<file path="src/rtl/alu_seq_pkg.sv">
// Shared types and constants for the ALU operand sequencer.
package alu_seq_pkg;

  // Sequencer states: fetch A, fetch B, latch B, execute, write back.
  typedef enum logic [2:0] {
    StIdle,
    StRdA,
    StRdB,
    StLdB,
    StExec,
    StWb
  } seq_state_e;

  // Bit positions inside the {Z, C, S, O} flag vector.
  localparam int unsigned FLAG_Z = 3;
  localparam int unsigned FLAG_C = 2;
  localparam int unsigned FLAG_S = 1;
  localparam int unsigned FLAG_O = 0;

  // ALU mode codes.
  localparam logic [3:0] ModeAdd  = 4'b0000;
  localparam logic [3:0] ModeSub  = 4'b0001;
  localparam logic [3:0] ModeNot  = 4'b0010;
  localparam logic [3:0] ModeShl  = 4'b0011;
  localparam logic [3:0] ModeAnd  = 4'b0100;
  localparam logic [3:0] ModeOr   = 4'b0101;
  localparam logic [3:0] ModeXor  = 4'b0110;
  localparam logic [3:0] ModeAddc = 4'b0111;
  localparam logic [3:0] ModeInc  = 4'b1000;
  localparam logic [3:0] ModeDec  = 4'b1001;
  localparam logic [3:0] ModeShr  = 4'b1010;
  localparam logic [3:0] ModeRor  = 4'b1011;
  localparam logic [3:0] ModeRol  = 4'b1100;
  localparam logic [3:0] ModeNand = 4'b1101;
  localparam logic [3:0] ModeNor  = 4'b1110;
  localparam logic [3:0] ModeNeg  = 4'b1111;

  // Modes whose C and O flags carry arithmetic meaning.
  function automatic logic is_carry_mode(input logic [3:0] mode);
    logic res;
    case (mode)
      ModeAdd, ModeSub, ModeAddc, ModeInc, ModeDec, ModeNeg: res = 1'b1;
      default:                                               res = 1'b0;
    endcase
    return res;
  endfunction

endpackage

</file>
<file path="src/rtl/alu_status_reg.sv">
// Architectural status register {Z, C, S, O}.
// Optional feature macro: ALU_SEQ_FLAG_MASK_EN (keep C/O on non-carry modes).
module alu_status_reg
  import alu_seq_pkg::*;
(
  input  logic       clk,
  input  logic       rst_n,
  input  logic       load,
  input  logic [3:0] mode,
  input  logic [3:0] flags_in,
  output logic [3:0] sr_flags
);

  logic [3:0] flags_d, flags_q;

`ifndef ALU_SEQ_FLAG_MASK_EN
  logic unused_mode;
  assign unused_mode = ^mode;
`endif

  // Next flag value: hold unless loading; optionally mask C/O on logic modes.
  always_comb begin
    flags_d = flags_q;
    if (load) begin
`ifdef ALU_SEQ_FLAG_MASK_EN
      flags_d[FLAG_Z] = flags_in[FLAG_Z];
      flags_d[FLAG_S] = flags_in[FLAG_S];
      if (is_carry_mode(mode)) begin
        flags_d[FLAG_C] = flags_in[FLAG_C];
        flags_d[FLAG_O] = flags_in[FLAG_O];
      end
`else
      flags_d = flags_in;
`endif
    end
  end

  // Flag register, cleared by reset.
  always_ff @(posedge clk or negedge rst_n) begin
    if (!rst_n) flags_q <= 4'b0000;
    else        flags_q <= flags_d;
  end

  assign sr_flags = flags_q;

endmodule

</file>
<file path="src/rtl/alu_operand_sequencer.sv">
// Multi-cycle operand fetch / execute / write-back sequencer in front of the ALU.
// Optional feature macro: ALU_SEQ_FLAG_MASK_EN (handled in alu_status_reg).
module alu_operand_sequencer
  import alu_seq_pkg::*;
#(
  parameter int unsigned AW = 8,
  parameter int unsigned DW = 8
) (
  input  logic          clk,
  input  logic          rst_n,
  input  logic          start,
  input  logic [3:0]    mode,
  input  logic [AW-1:0] addr_a,
  input  logic [AW-1:0] addr_b,
  input  logic [AW-1:0] addr_d,
  input  logic          wb_en,
  output logic          busy,
  output logic          done,
  output logic [AW-1:0] dmem_addr,
  output logic          dmem_re,
  output logic          dmem_we,
  output logic [DW-1:0] dmem_di,
  input  logic [DW-1:0] dmem_do,
  output logic          alu_e,
  output logic [3:0]    alu_mode,
  output logic [DW-1:0] alu_op1,
  output logic [DW-1:0] alu_op2,
  input  logic [DW-1:0] alu_out,
  input  logic [3:0]    alu_flags,
  output logic [3:0]    sr_flags
);

  seq_state_e    state_d, state_q;
  logic [3:0]    mode_d, mode_q;
  logic [AW-1:0] addr_a_d, addr_a_q, addr_b_d, addr_b_q, addr_d_d, addr_d_q;
  logic          wb_en_d, wb_en_q;
  logic [DW-1:0] op1_d, op1_q, op2_d, op2_q, result_d, result_q;

  // Next-state and datapath register updates.
  always_comb begin
    state_d  = state_q;
    mode_d   = mode_q;
    addr_a_d = addr_a_q;
    addr_b_d = addr_b_q;
    addr_d_d = addr_d_q;
    wb_en_d  = wb_en_q;
    op1_d    = op1_q;
    op2_d    = op2_q;
    result_d = result_q;
    unique case (state_q)
      StIdle: begin
        if (start) begin
          mode_d   = mode;
          addr_a_d = addr_a;
          addr_b_d = addr_b;
          addr_d_d = addr_d;
          wb_en_d  = wb_en;
          state_d  = StRdA;
        end
      end
      StRdA: state_d = StRdB;
      // Data for addr_a arrives the cycle after its read strobe.
      StRdB: begin
        op1_d   = dmem_do;
        state_d = StLdB;
      end
      StLdB: begin
        op2_d   = dmem_do;
        state_d = StExec;
      end
      StExec: begin
        result_d = alu_out;
        state_d  = StWb;
      end
      StWb:    state_d = StIdle;
      default: state_d = StIdle;
    endcase
  end

  // State and datapath registers.
  always_ff @(posedge clk or negedge rst_n) begin
    if (!rst_n) begin
      state_q  <= StIdle;
      mode_q   <= '0;
      addr_a_q <= '0;
      addr_b_q <= '0;
      addr_d_q <= '0;
      wb_en_q  <= 1'b0;
      op1_q    <= '0;
      op2_q    <= '0;
      result_q <= '0;
    end else begin
      state_q  <= state_d;
      mode_q   <= mode_d;
      addr_a_q <= addr_a_d;
      addr_b_q <= addr_b_d;
      addr_d_q <= addr_d_d;
      wb_en_q  <= wb_en_d;
      op1_q    <= op1_d;
      op2_q    <= op2_d;
      result_q <= result_d;
    end
  end

  // Memory strobes and ALU enable decoded from the current state.
  always_comb begin
    busy      = (state_q != StIdle);
    done      = (state_q == StWb);
    dmem_addr = '0;
    dmem_re   = 1'b0;
    dmem_we   = 1'b0;
    dmem_di   = '0;
    alu_e     = 1'b0;
    unique case (state_q)
      StRdA: begin
        dmem_addr = addr_a_q;
        dmem_re   = 1'b1;
      end
      StRdB: begin
        dmem_addr = addr_b_q;
        dmem_re   = 1'b1;
      end
      StExec: alu_e = 1'b1;
      StWb: begin
        if (wb_en_q) begin
          dmem_addr = addr_d_q;
          dmem_we   = 1'b1;
          dmem_di   = result_q;
        end
      end
      default: ;
    endcase
  end

  assign alu_mode = mode_q;
  assign alu_op1  = op1_q;
  assign alu_op2  = op2_q;

  alu_status_reg u_status_reg (
    .clk      (clk),
    .rst_n    (rst_n),
    .load     (state_q == StExec),
    .mode     (mode_q),
    .flags_in (alu_flags),
    .sr_flags (sr_flags)
  );

endmodule

</file>
<file path="config.mk">
export PLATFORM = sky130hd
export DESIGN_NAME = alu_operand_sequencer
export DESIGN_NICKNAME = d
export VERILOG_FILES = /design/src/rtl/alu_seq_pkg.sv /design/src/rtl/alu_status_reg.sv /design/src/rtl/alu_operand_sequencer.sv
export SDC_FILE = /design/constraint.sdc
export NUM_CORES = 1
export LEC_CHECK = 0
export CAP_MARGIN = 5
export CORE_ASPECT_RATIO = 1.25
export CORE_MARGIN = 2
export CORE_UTILIZATION = 35
export CTS_BUF_LIST = sky130_fd_sc_hd__clkbuf_8
export DETAILED_ROUTE_END_ITERATION = 12
export PLACE_DENSITY = 0.77
export SKIP_LAST_GASP = 1
export SYNTH_ARGS = -nofsm -noshare
export SYNTH_HDL_FRONTEND = slang
export SYNTH_SLANG_ARGS = --single-unit
</file>
<file path="constraint.sdc">
create_clock -name clk -period 2.16 [get_ports clk]
set_clock_uncertainty 0.05 [all_clocks]
set_input_delay 0.216 -clock clk [delete_from_list [all_inputs] [get_ports clk]]
set_output_delay 0.216 -clock clk [all_outputs]
set_load 0.005 [all_outputs]
</file>
After elaboration in Yosys (flattened, before gate mapping):

Index checks and enable logic that the tools add are counted.

* flip-flop bits (word level): 60
* input bits: 52
* output and inout bits: 45

* equal/unequal tests: 6
* mux-type cells: 10
* reductions and logical operators: 4

Operators with widths (count)
* 8-bit two-way mux: 3
* 8-bit case mux with 3 select lines: 1
* 3-bit case mux with 5 select lines: 1
* 3-bit by 2-bit == test with 1-bit output, second input constant: 2
* 3-bit == test, second input constant: 2
* 1-bit two-way mux: 4
* 3-bit by 1-bit == test with 1-bit output, second input constant: 1
* 3-bit logical NOT: 1
* 3-bit two-way mux: 1
* 3-bit nonzero test: 1
* 2-bit inequality test, second input constant: 1
* 2-bit AND reduction: 1
* 2-bit OR reduction: 1

Longest topological paths before layout:

Gate-level depths: netlist of run 1.

* depth after elaboration: 3
* mapped depth: 5
* gate-level depth less buffers: 2

Cells and area by module:

A second synthesis of run 1 with hierarchy kept.

* cells, all modules: 167
* area, all modules: 2605.0 um^2

By module, submodules not included
* alu_operand_sequencer: instances 1, cells an instance 159, area each 2459.9 um^2
* alu_status_reg: instances 1, cells an instance 8, area each 145.1 um^2

Worst setup path after synthesis of run 1:

OpenSTA, ideal clock, no wires.

* path type: register to register
* start point: register state_q[0]
* end point: register addr_b_q[0]
* setup time: 127 ps
* arrival time: 1399 ps
* slack: 583 ps
* stages on the path, launching flop included: 6
* buffers on the path: 3
* clock period less this slack: 1577 ps
* cells stage by stage: dfrtp_1 buf_6 nor4b_4 buf_6 buf_6 mux2_1

* word-level cells in the longest chain between the ends: 2

RTL lines
* from (decl): RTL line alu_operand_sequencer.sv:33 `seq_state_e state_d, state_q;`
* from (signal assigned): RTL line alu_operand_sequencer.sv:83 `state_q <= StIdle;`
* from (signal assigned): RTL line alu_operand_sequencer.sv:93 `state_q <= state_d;`
* 3-bit logical NOT: RTL line alu_operand_sequencer.sv:50 `unique case (state_q)`
* 2-bit AND reduction (no line)
* to (signal assigned): RTL line alu_operand_sequencer.sv:96 `addr_b_q <= addr_b_d;`
* to (decl): RTL line alu_operand_sequencer.sv:35 `logic [AW-1:0] addr_a_d, addr_a_q, addr_b_d, addr_b_q, addr_d_d, addr_d_q;`

Every way passes these cells.
A chain may end at the register's enable or synchronous reset.

Worst setup path after layout of run 1:

* start point: register state_q[1]
* end point: output port dmem_di[4]

* word-level cells in the longest chain between the ends: 2

RTL lines
* 3-bit == test: RTL line alu_operand_sequencer.sv:114 `unique case (state_q)`
* 8-bit two-way mux: RTL line alu_operand_sequencer.sv:114
* to (decl): RTL line alu_operand_sequencer.sv:22 `output logic [DW-1:0] dmem_di,`

Every way passes these cells.

==> results.toml, run 1 <==
[clocking]
htreeDepth = 3
cts-buffers-inserted = 9
cts.sinks = 60
clk_path_buf_depth = 2
cts_root_buffer = "clkbuf_8"
cts.clk_slew.worst_paths_ns = 0.07
cts_tree = "done"
clock_latency_ns = 0.33

[critical_path]
critical_path_class = "flop to output pin"
cp-end-kind = "output pin"
crit_fanout = 12
cp-start-kind = "flop"
cp.required_ns = 1.89
reg2reg_slack_ns = 0.33
crit_arrival_ns = 1.84

[synthesis]
synth_top_area_share_pct = 58.3
synth-seq-cells = 60
synth.area.mux_share_pct = 24.9
synth.area.top_cells = "dfrtp_1 58%, mux2_2 21%, mux2_1 4.4%"
syn_area_mm2 = 0.00257
synth-xor-area-share_pct = 0.340
synth_top_family_by_area = "multiplexers"
yosysTopAreaCell = "dfrtp_1"
ys_seq_area_share_pct = 58.3
postSynthCellCount = 167
synthAdderAreaFrac_pct = 0
synth.distinct_cells = 21
synth_area_per_cell_um2 = 15.4
yosys_warnings = 0
yosys.area_share.simple_pct = 9.43
synth_compound_area_share_pct = 3.40
synthesis.nets = 219

[route]
wire_per_inst_um = 15.1
ant_nets = 0
first_iter_violations = 32
route.detailed.drc = 0
detail_route.vias_per_cell = 4.79
first_pass_iters = 4
totalWireLength_um = 5710
routed-via-count = 1815

[timing]
min_period_over_period_pct = 97.3
grt_setup_unrepaired = "yes"
setup_violations = 0
fmax_ghz = 0.476
setup_tns_ns = 0
layout_min_cycle_time_ns = 2.10
finalHoldViolations = 0
worst_slew_pin_slew_ns = 0.669
slew_violations = 0
relSlewSlack_pct = 55.4

[power_and_ir_drop]
vdd_ir_drop_max_mv = 0.698
power_density_mw_per_mm2 = 1380
p_leak_nw = 1.74

[finish]
fin_util_pct = 57.7
syn2layout_area_growth_pct = 58.3
drive_gt1_share_pct = 33.9
final_cell_mix = "86 x clkdlybuf4s50_1, 57 x dfrtp_1, 47 x mux2_2"
final_area_mm2 = 0.00408
final_common_cell = "clkdlybuf4s50_1"
nets = 336
antenna_cells = 0

[hold_path]
hold_class = "input port to asynchronous set/reset pin"

[placed_design]
gp_congestion = 0.710
io_buffers = 96
place_area_mm2 = 0.00367
dp_hpwl_um = 4210

[grt]
antenna_found_initial = 0
track_usage_pct = 15.4
grt_overflow = 0
grt_pass1_wl_um = 9270
grt_max_degree = 33
grt_pass1_vias = 1890

[floorplan]
io_pins = 97
initial_core_util_pct = 36.5
die_width_um = 80.7
coreArea_mm2 = 0.00706
rows = 34
die_h_um = 99.9
dieArea_mm2 = 0.00806

[status]
outcome = "complete, no violations"

[run]
maxCapViolations = 0
## path summary, 6_finish.rpt
kind / start / end / cells after the start
hold / removal: rst_n / alu_op2[0] / 2
setup reg to reg: state_q[2] / addr_a_q[2] / 5
max in group asynchronous: rst_n / state_q[1] / 3
min in group clk: addr_d[2] / addr_d_q[2] / 2
hold reg to reg: addr_d_q[6] / addr_d_q[6] / 1
setup / recovery: state_q[1] / dmem_di[4] / 4
## synth_stat cells
cell	n
or3_1	1
buf_6	3
nand2b_1	1
nor3b_4	2
nor4bb_1	8
and3b_1	1
and2_1	8
nor4b_4	1
nor3_1	1
a211oi_1	1
mux2_2	47
nor2_1	2
a221o_1	8
clkbuf_1	3
buf_2	2
buf_4	5
xnor2_1	1
nand3b_1	1
and4b_1	1
dfrtp_1	60
mux2_1	10
## cell type report
class,instances,area (um2)
Tap cell,90,113
Clock inverter,4,70.1
Sequential cell,60,1510
Multi-Input combinational cell,94,1070
Timing Repair Buffer,119,1150
Fill cell,626,2990
Clock buffer,12,165
## where the power goes
| part | internal, mW | total [mW] | switching [mW] |
|---|---|---|---|
| clock network | 0.740 | 1.16 | 0.416 |
| registers | 1.71 | 2.01 | 0.303 |
| logic | 1.65 | 2.46 | 0.810 |
## registers in the layout, summed over array words and instances (netlist names)
signal	cells
addr_d_q	8
wb_en_q	1
addr_a_q	8
u_status_reg.sr_flags	4
result_q	8
addr_b_q	8
alu_op2	8
alu_mode	4
alu_op1	8
state_q	3
## through the flow
step | setup WS, ns | total power, mW | hold WS, ns | instances
5_1_grt | -0.00938 | 6.00 | 0.437 | 379
3_5_place_dp | 0.200 | 4.35 | 0.241 | 354
2_1_floorplan | 0.583 | 3.20 | -0.130 | 167
6_report | 0.0575 | 5.63 | 0.402 | 379
3_3_place_gp | 0.208 | 4.28 | 0.245 | 354
4_1_cts | -0.0369 | 5.72 | 0.414 | 377
## critical path, stage by stage (launching register included)
cell and delay, ns:
dfrtp_2 0.44, and4b_1 0.30, buf_6 0.16, and2_1 0.13, clkdlybuf4s50_1 0.49
## kinds of logic (layout without fill, tap and decap cells)
family          Yosys count  after routing
mux                      57             57
xor+xnor                  1              1
simple gates             27             27
flops                    60             60
compound gates            9              9
buf+inv                  13            135
## per-layer routing
metal	global-route usage (%)	up-vias	wire, um
li1	-	848	-
met5	0	-	0
met2	26.7	62	3060
met4	7.82	0	89
met1	17.5	897	2180
met3	3.51	8	379
## what timing repair did
item,in CTS,in global routing
endpoints found under the hold margin,28,0
resized for setup,27,2
buffers inserted,6,2
gates cloned,0,0
pin swaps,2,0
hold buffers,1,0
endpoints found under the setup margin,17,10
No activity file was read; power rests on OpenSTA's default activity.
==> inputs of run 2 (changes only) <==
SKIP_LAST_GASP = default   (was 1)
==> results.toml, run 2 (synthesis results as in run 1) <==
[clocking]
cts.sinks = 60
htreeDepth = 3
cts.clk_slew.worst_paths_ns = 0.07
cts_root_buffer = "clkbuf_8"
clock_latency_ns = 0.33
clk_path_buf_depth = 2
cts_tree = "done"
cts-buffers-inserted = 9

[floorplan]
coreArea_mm2 = 0.00706
rows = 34
io_pins = 97
die_h_um = 99.9
die_width_um = 80.7
dieArea_mm2 = 0.00806
initial_core_util_pct = 36.5

[placed_design]
pre_cts_slack_ns = 0.200
gp_congestion = 0.710
dp.cells = 354
io_buffers = 96
dp_hpwl_um = 4210

[power_and_ir_drop]
p_leak_nw = 1.84
switching_share_pct = 27.2
clkPwrFrac_pct = 20.5
p_int_mw = 4.10
finalPower_mw = 5.62
combPwrFrac_pct = 43.7
p_seq_share_pct = 35.8
power_density_mw_per_mm2 = 1380
vdd_ir_drop_max_mv = 0.698
power_switching_mw = 1.53

[finish]
antenna_cells = 0
drive_gt1_share_pct = 33.9
final_common_cell = "clkdlybuf4s50_1"
syn2layout_area_growth_pct = 58.7
fin_cells = 379
final_cell_mix = "80 x clkdlybuf4s50_1, 57 x dfrtp_1, 47 x mux2_2"
nets = 336

[timing]
fmax_ghz = 0.475
timing.final.ws_setup_ns = 0.0551
finalHoldViolations = 0
whs_ns = 0.402
min_period_over_period_pct = 97.5
layout_min_cycle_time_ns = 2.10
setup_tns_ns = 0
setup_violations = 0
worst_slew_pin_slew_ns = 0.669
relSlewSlack_pct = 55.4
grt_setup_unrepaired = "no"
slew_violations = 0

[critical_path]
r2r_cells = 5
reg2reg_to = "addr_a_q[2]"
reg2reg_slack_ns = 0.33
cp.required_ns = 1.89
cp-start-kind = "flop"
cpMaxStageDelayCell = "clkdlybuf4s50_1"
crit_fanout = 12
critical_path_class = "flop to output pin"
worstPathCellList = "and4b_1 -> buf_6 -> and2_1 -> clkdlybuf4s50_1"
cpPeakStageDelay_ns = 0.49
crit_arrival_ns = 1.84
cp-end-kind = "output pin"
worstReg2RegStart = "state_q[2]"

[route]
wire_per_inst_um = 15.1
ant_nets = 0
first_pass_iters = 4
first_iter_violations = 32
routed-via-count = 1816
route.detailed.drc = 0
totalWireLength_um = 5730
detail_route.vias_per_cell = 4.79

[grt]
grt_pass1_wl_um = 9270
track_usage_pct = 15.4
grt_max_degree = 33
antenna_found_initial = 0
grt_pass1_vias = 1890
grt_overflow = 0

[hold_path]
hold_class = "input port to asynchronous set/reset pin"

[status]
outcome = "complete, no violations"

[run]
maxCapViolations = 0
## run 2: worst max-delay path, delay by kind of cell, from the launching register on
| kind | cells | cell delay (ns) |
|---|---|---|
| simple gates | 2 | 0.43 |
| flops | 1 | 0.44 |
| buf+inv | 2 | 0.65 |
## run 2: layout make-up
class	instances	area, um2
clock inverters	4	70.1
well taps	90	113
clock buffers	12	165
flip-flops and latches	60	1510
repair buffers	119	1160
fillers	623	2980
multi-input cells	94	1070
## run 2: power by group through the flow
stage	logic, mW	registers [mW]	clock network, mW
3_3_place_gp	2.26	2.02	0
2_1_floorplan	1.25	1.95	0
6_report	2.46	2.01	1.16
3_5_place_dp	2.30	2.05	0
5_1_grt	2.66	2.09	1.24
4_1_cts	2.49	2.03	1.20
## run 2: timing repair
action | in CTS | in global routing
resized for setup | 28 | 7
setup endpoints to repair | 17 | 9
endpoints found under the hold margin | 28 | 0
hold buffers | 1 | 0
pin swaps | 2 | 0
setup buffers | 6 | 2
## run 2: metrics by stage
| step | utilization (%) | instance area (um2) |
|---|---|---|
| floorplan | - | 2570 |
| global placement | 51.9 | 3670 |
| detailed placement | 51.9 | 3670 |
| CTS | 57.4 | 4050 |
| global route | 57.9 | 4090 |
| finish | 57.9 | 4090 |
## run 2: worst max-delay path by stage
stage               start            to  slack (ns)  depth (start not counted)
2_1_floorplan  state_q[0]   addr_b_q[0]        0.58                          5
3_3_place_gp   state_q[1]  dmem_addr[4]        0.21                          4
4_1_cts        state_q[2]          busy        0.01                          4
6_report       state_q[1]    dmem_di[4]        0.06                          4
5_1_grt        state_q[1]    dmem_di[2]       0.002                          4
3_5_place_dp   state_q[2]  dmem_addr[4]        0.20                          4
## run 2: layer usage
| layer | track usage (%) | part of all wire [%] |
|---|---|---|
| met1 | 17.5 | 38 |
| met4 | 7.82 | 1.6 |
| met2 | 26.7 | 53 |
| met5 | 0 | 0 |
| met3 | 3.51 | 6.9 |
==> inputs of run 3 (changes only) <==
MAX_ROUTING_LAYER = met4   (was default)
SYNTH_HIERARCHICAL = 1   (was default)
==> results.toml, run 3 <==
[critical_path]
crit_arrival_ns = 1.83
reg2reg_to = "addr_b_q[5]"
crit_buf_inv = 3
r2r_cells = 4
cpPeakStageDelay_ns = 0.43
critical_path_class = "flop to output pin"
reg2reg_slack_ns = 0.46
cpMaxStageDelayCell = "dfrtp_2"
crit_fanout = 12
path_common_cell = "buf_12"
worstPathCellList = "and4b_2 -> buf_12 -> buf_12 -> a221o_1 -> dlygate4sd2_1"
cp.required_ns = 1.89
worstReg2RegStart = "state_q[1]"
cp-end-kind = "output pin"
cp_top_family = "buffers and inverters"
cp-start-kind = "flop"

[route]
first_pass_iters = 4
routed-via-count = 1831
totalWireLength_um = 5900
ant_nets = 0
first_iter_violations = 81
wire_per_inst_um = 15.6
route.detailed.drc = 0
detail_route.vias_per_cell = 4.83

[synthesis]
synthAdderAreaFrac_pct = 0
synth_ff_type = "dfrtp_1"
synth_top_family_by_area = "multiplexers"
synth-xor-area-share_pct = 0.336
yosys_warnings = 6
ys_seq_area_share_pct = 57.6
async_reset_ff_share_pct = 100
synth_top_area_share_pct = 57.6
synth_edf_count = 0
synth-seq-cells = 60
synth_area_per_cell_um2 = 15.6
synth.distinct_cells = 23
yosysTopAreaCell = "dfrtp_1"
yosys-top-cells-count = "60 x dfrtp_1, 47 x mux2_2, 10 x mux2_4"
postSynthCellCount = 167
synth_compound_area_share_pct = 3.36
synth.most_common_cell = "dfrtp_1"
synth.area.top_cells = "dfrtp_1 58%, mux2_2 20%, mux2_4 5.8%"
synth.area.mux_share_pct = 26.1
syn_area_mm2 = 0.00260
yosys.area_share.simple_pct = 8.89
synthesis.nets = 219

[clocking]
cts.sinks = 60
clk_path_buf_depth = 2
cts.clk_slew.worst_paths_ns = 0.07
htreeDepth = 3
clock_latency_ns = 0.32
cts-buffers-inserted = 9
cts_root_buffer = "clkbuf_8"
cts_tree = "done"

[power_and_ir_drop]
p_leak_nw = 1.83
vdd_ir_drop_max_mv = 0.686
power_density_mw_per_mm2 = 1400

[floorplan]
io_pins = 97
coreArea_mm2 = 0.00731
die_h_um = 100
die_width_um = 81.2
initial_core_util_pct = 35.6
dieArea_mm2 = 0.00815
rows = 35

[grt]
grt_max_degree = 35
grt_overflow = 0
track_usage_pct = 15.9
grt_pass1_vias = 1931
grt_pass1_wl_um = 9470
antenna_found_initial = 0

[timing]
finalHoldViolations = 0
min_period_over_period_pct = 96.8
setup_violations = 0
slew_violations = 0
worst_slew_pin_slew_ns = 0.620
layout_min_cycle_time_ns = 2.09
relSlewSlack_pct = 58.6
setup_tns_ns = 0
fmax_ghz = 0.478
grt_setup_unrepaired = "no"

[finish]
final_cell_mix = "82 x clkdlybuf4s50_1, 59 x dfrtp_1, 47 x mux2_2"
antenna_cells = 0
final_area_mm2 = 0.00406
fillers = 617
final_common_cell = "clkdlybuf4s50_1"
nets = 335
syn2layout_area_growth_pct = 56.0
drive_gt1_share_pct = 34.8

[run]
maxCapViolations = 0

[hold_path]
hold_class = "input port to asynchronous set/reset pin"

[placed_design]
place_area_mm2 = 0.00371
gp_congestion = 0.711
io_buffers = 96
dp_hpwl_um = 4180

[status]
outcome = "complete, no violations"
[run 3: cell count changes after synthesis]
| cell | delta |
|---|---|
| buf_12 | +1 |
| buf_4 | -2 |
| buf_2 | +2 |
| mux2_1 | -10 |
| nor3b_4 | -1 |
| nor3b_1 | +1 |
| mux2_4 | +10 |
| buf_6 | -1 |
[run 3: cells by family after synthesis]
group,Yosys count
flip-flops,60
multiplexers,57
AND/OR/NAND/NOR,27
buffers and inverters,13
AO/OA/AOI/OAI,9
XOR/XNOR,1
[run 3: repair_timing]
item                                    4_1_cts  5_1_grt
hold buffers                                  1        0
pin swaps                                     2        0
resized for setup                            13        5
endpoints found under the setup margin       16        7
setup buffers                                 8        1
gates cloned                                  0        0
endpoints found under the hold margin        26        0
[run 3: layout make-up]
cell class | count | area [um2] | area share, %
flip-flops and latches | 60 | 1500 | 37.0
repair buffers | 118 | 1180 | 29.0
multi-input cells | 94 | 1030 | 25.3
clock buffers | 10 | 138 | 3.39
well taps | 92 | 115 | 2.83
clock inverters | 5 | 100 | 2.46
[run 3: worst max-delay path by stage]
| stage | start | to | slack, ns | cells after the start |
|---|---|---|---|---|
| after CTS | state_q[1] | dmem_di[2] | 0.02 | 4 |
| after global placement | state_q[1] | dmem_addr[7] | 0.24 | 4 |
| after floorplan | state_q[2] | dmem_addr[4] | 0.60 | 5 |
| after global routing | state_q[2] | dmem_addr[5] | 0.004 | 5 |
| after detailed placement | state_q[2] | dmem_addr[1] | 0.25 | 3 |
| final | state_q[2] | dmem_addr[3] | 0.07 | 5 |
[run 3: power breakdown]
group / total [mW] / internal (mW) / switching (mW)
Clock: 1.20 / 0.788 / 0.413
Sequential: 2.00 / 1.71 / 0.296
Combinational: 2.48 / 1.67 / 0.812
[run 3: routing by layer]
metal  vias up  GRT usage (%)  routed length [um]
met2        61           25.0                3010
met3        13           4.30                 261
met5         -              -                   0
li1        852              -                   -
met1       905           19.2                2500
met4         0           6.78                 129
[run 3: worst register-to-register path, delay by kind of cell, from the launching register on]
family,cells,cell delay (ns)
buffers and inverters,2,0.42
multiplexers,1,0.36
AND/OR/NAND/NOR,1,0.35
flip-flops,1,0.40
[run 3: per-stage QoR]
stage	total power [mW]	util, %	std cells	hold slack (ns)	setup slack, ns
after CTS	5.74	55.1	378	0.411	0.0190
after global routing	6.04	55.6	379	0.431	0.00407
after detailed placement	4.47	50.8	354	0.212	0.249
after floorplan	3.30	-	167	-0.130	0.603
final	5.68	55.6	379	0.391	0.0687
after global placement	4.39	50.8	354	0.210	0.243
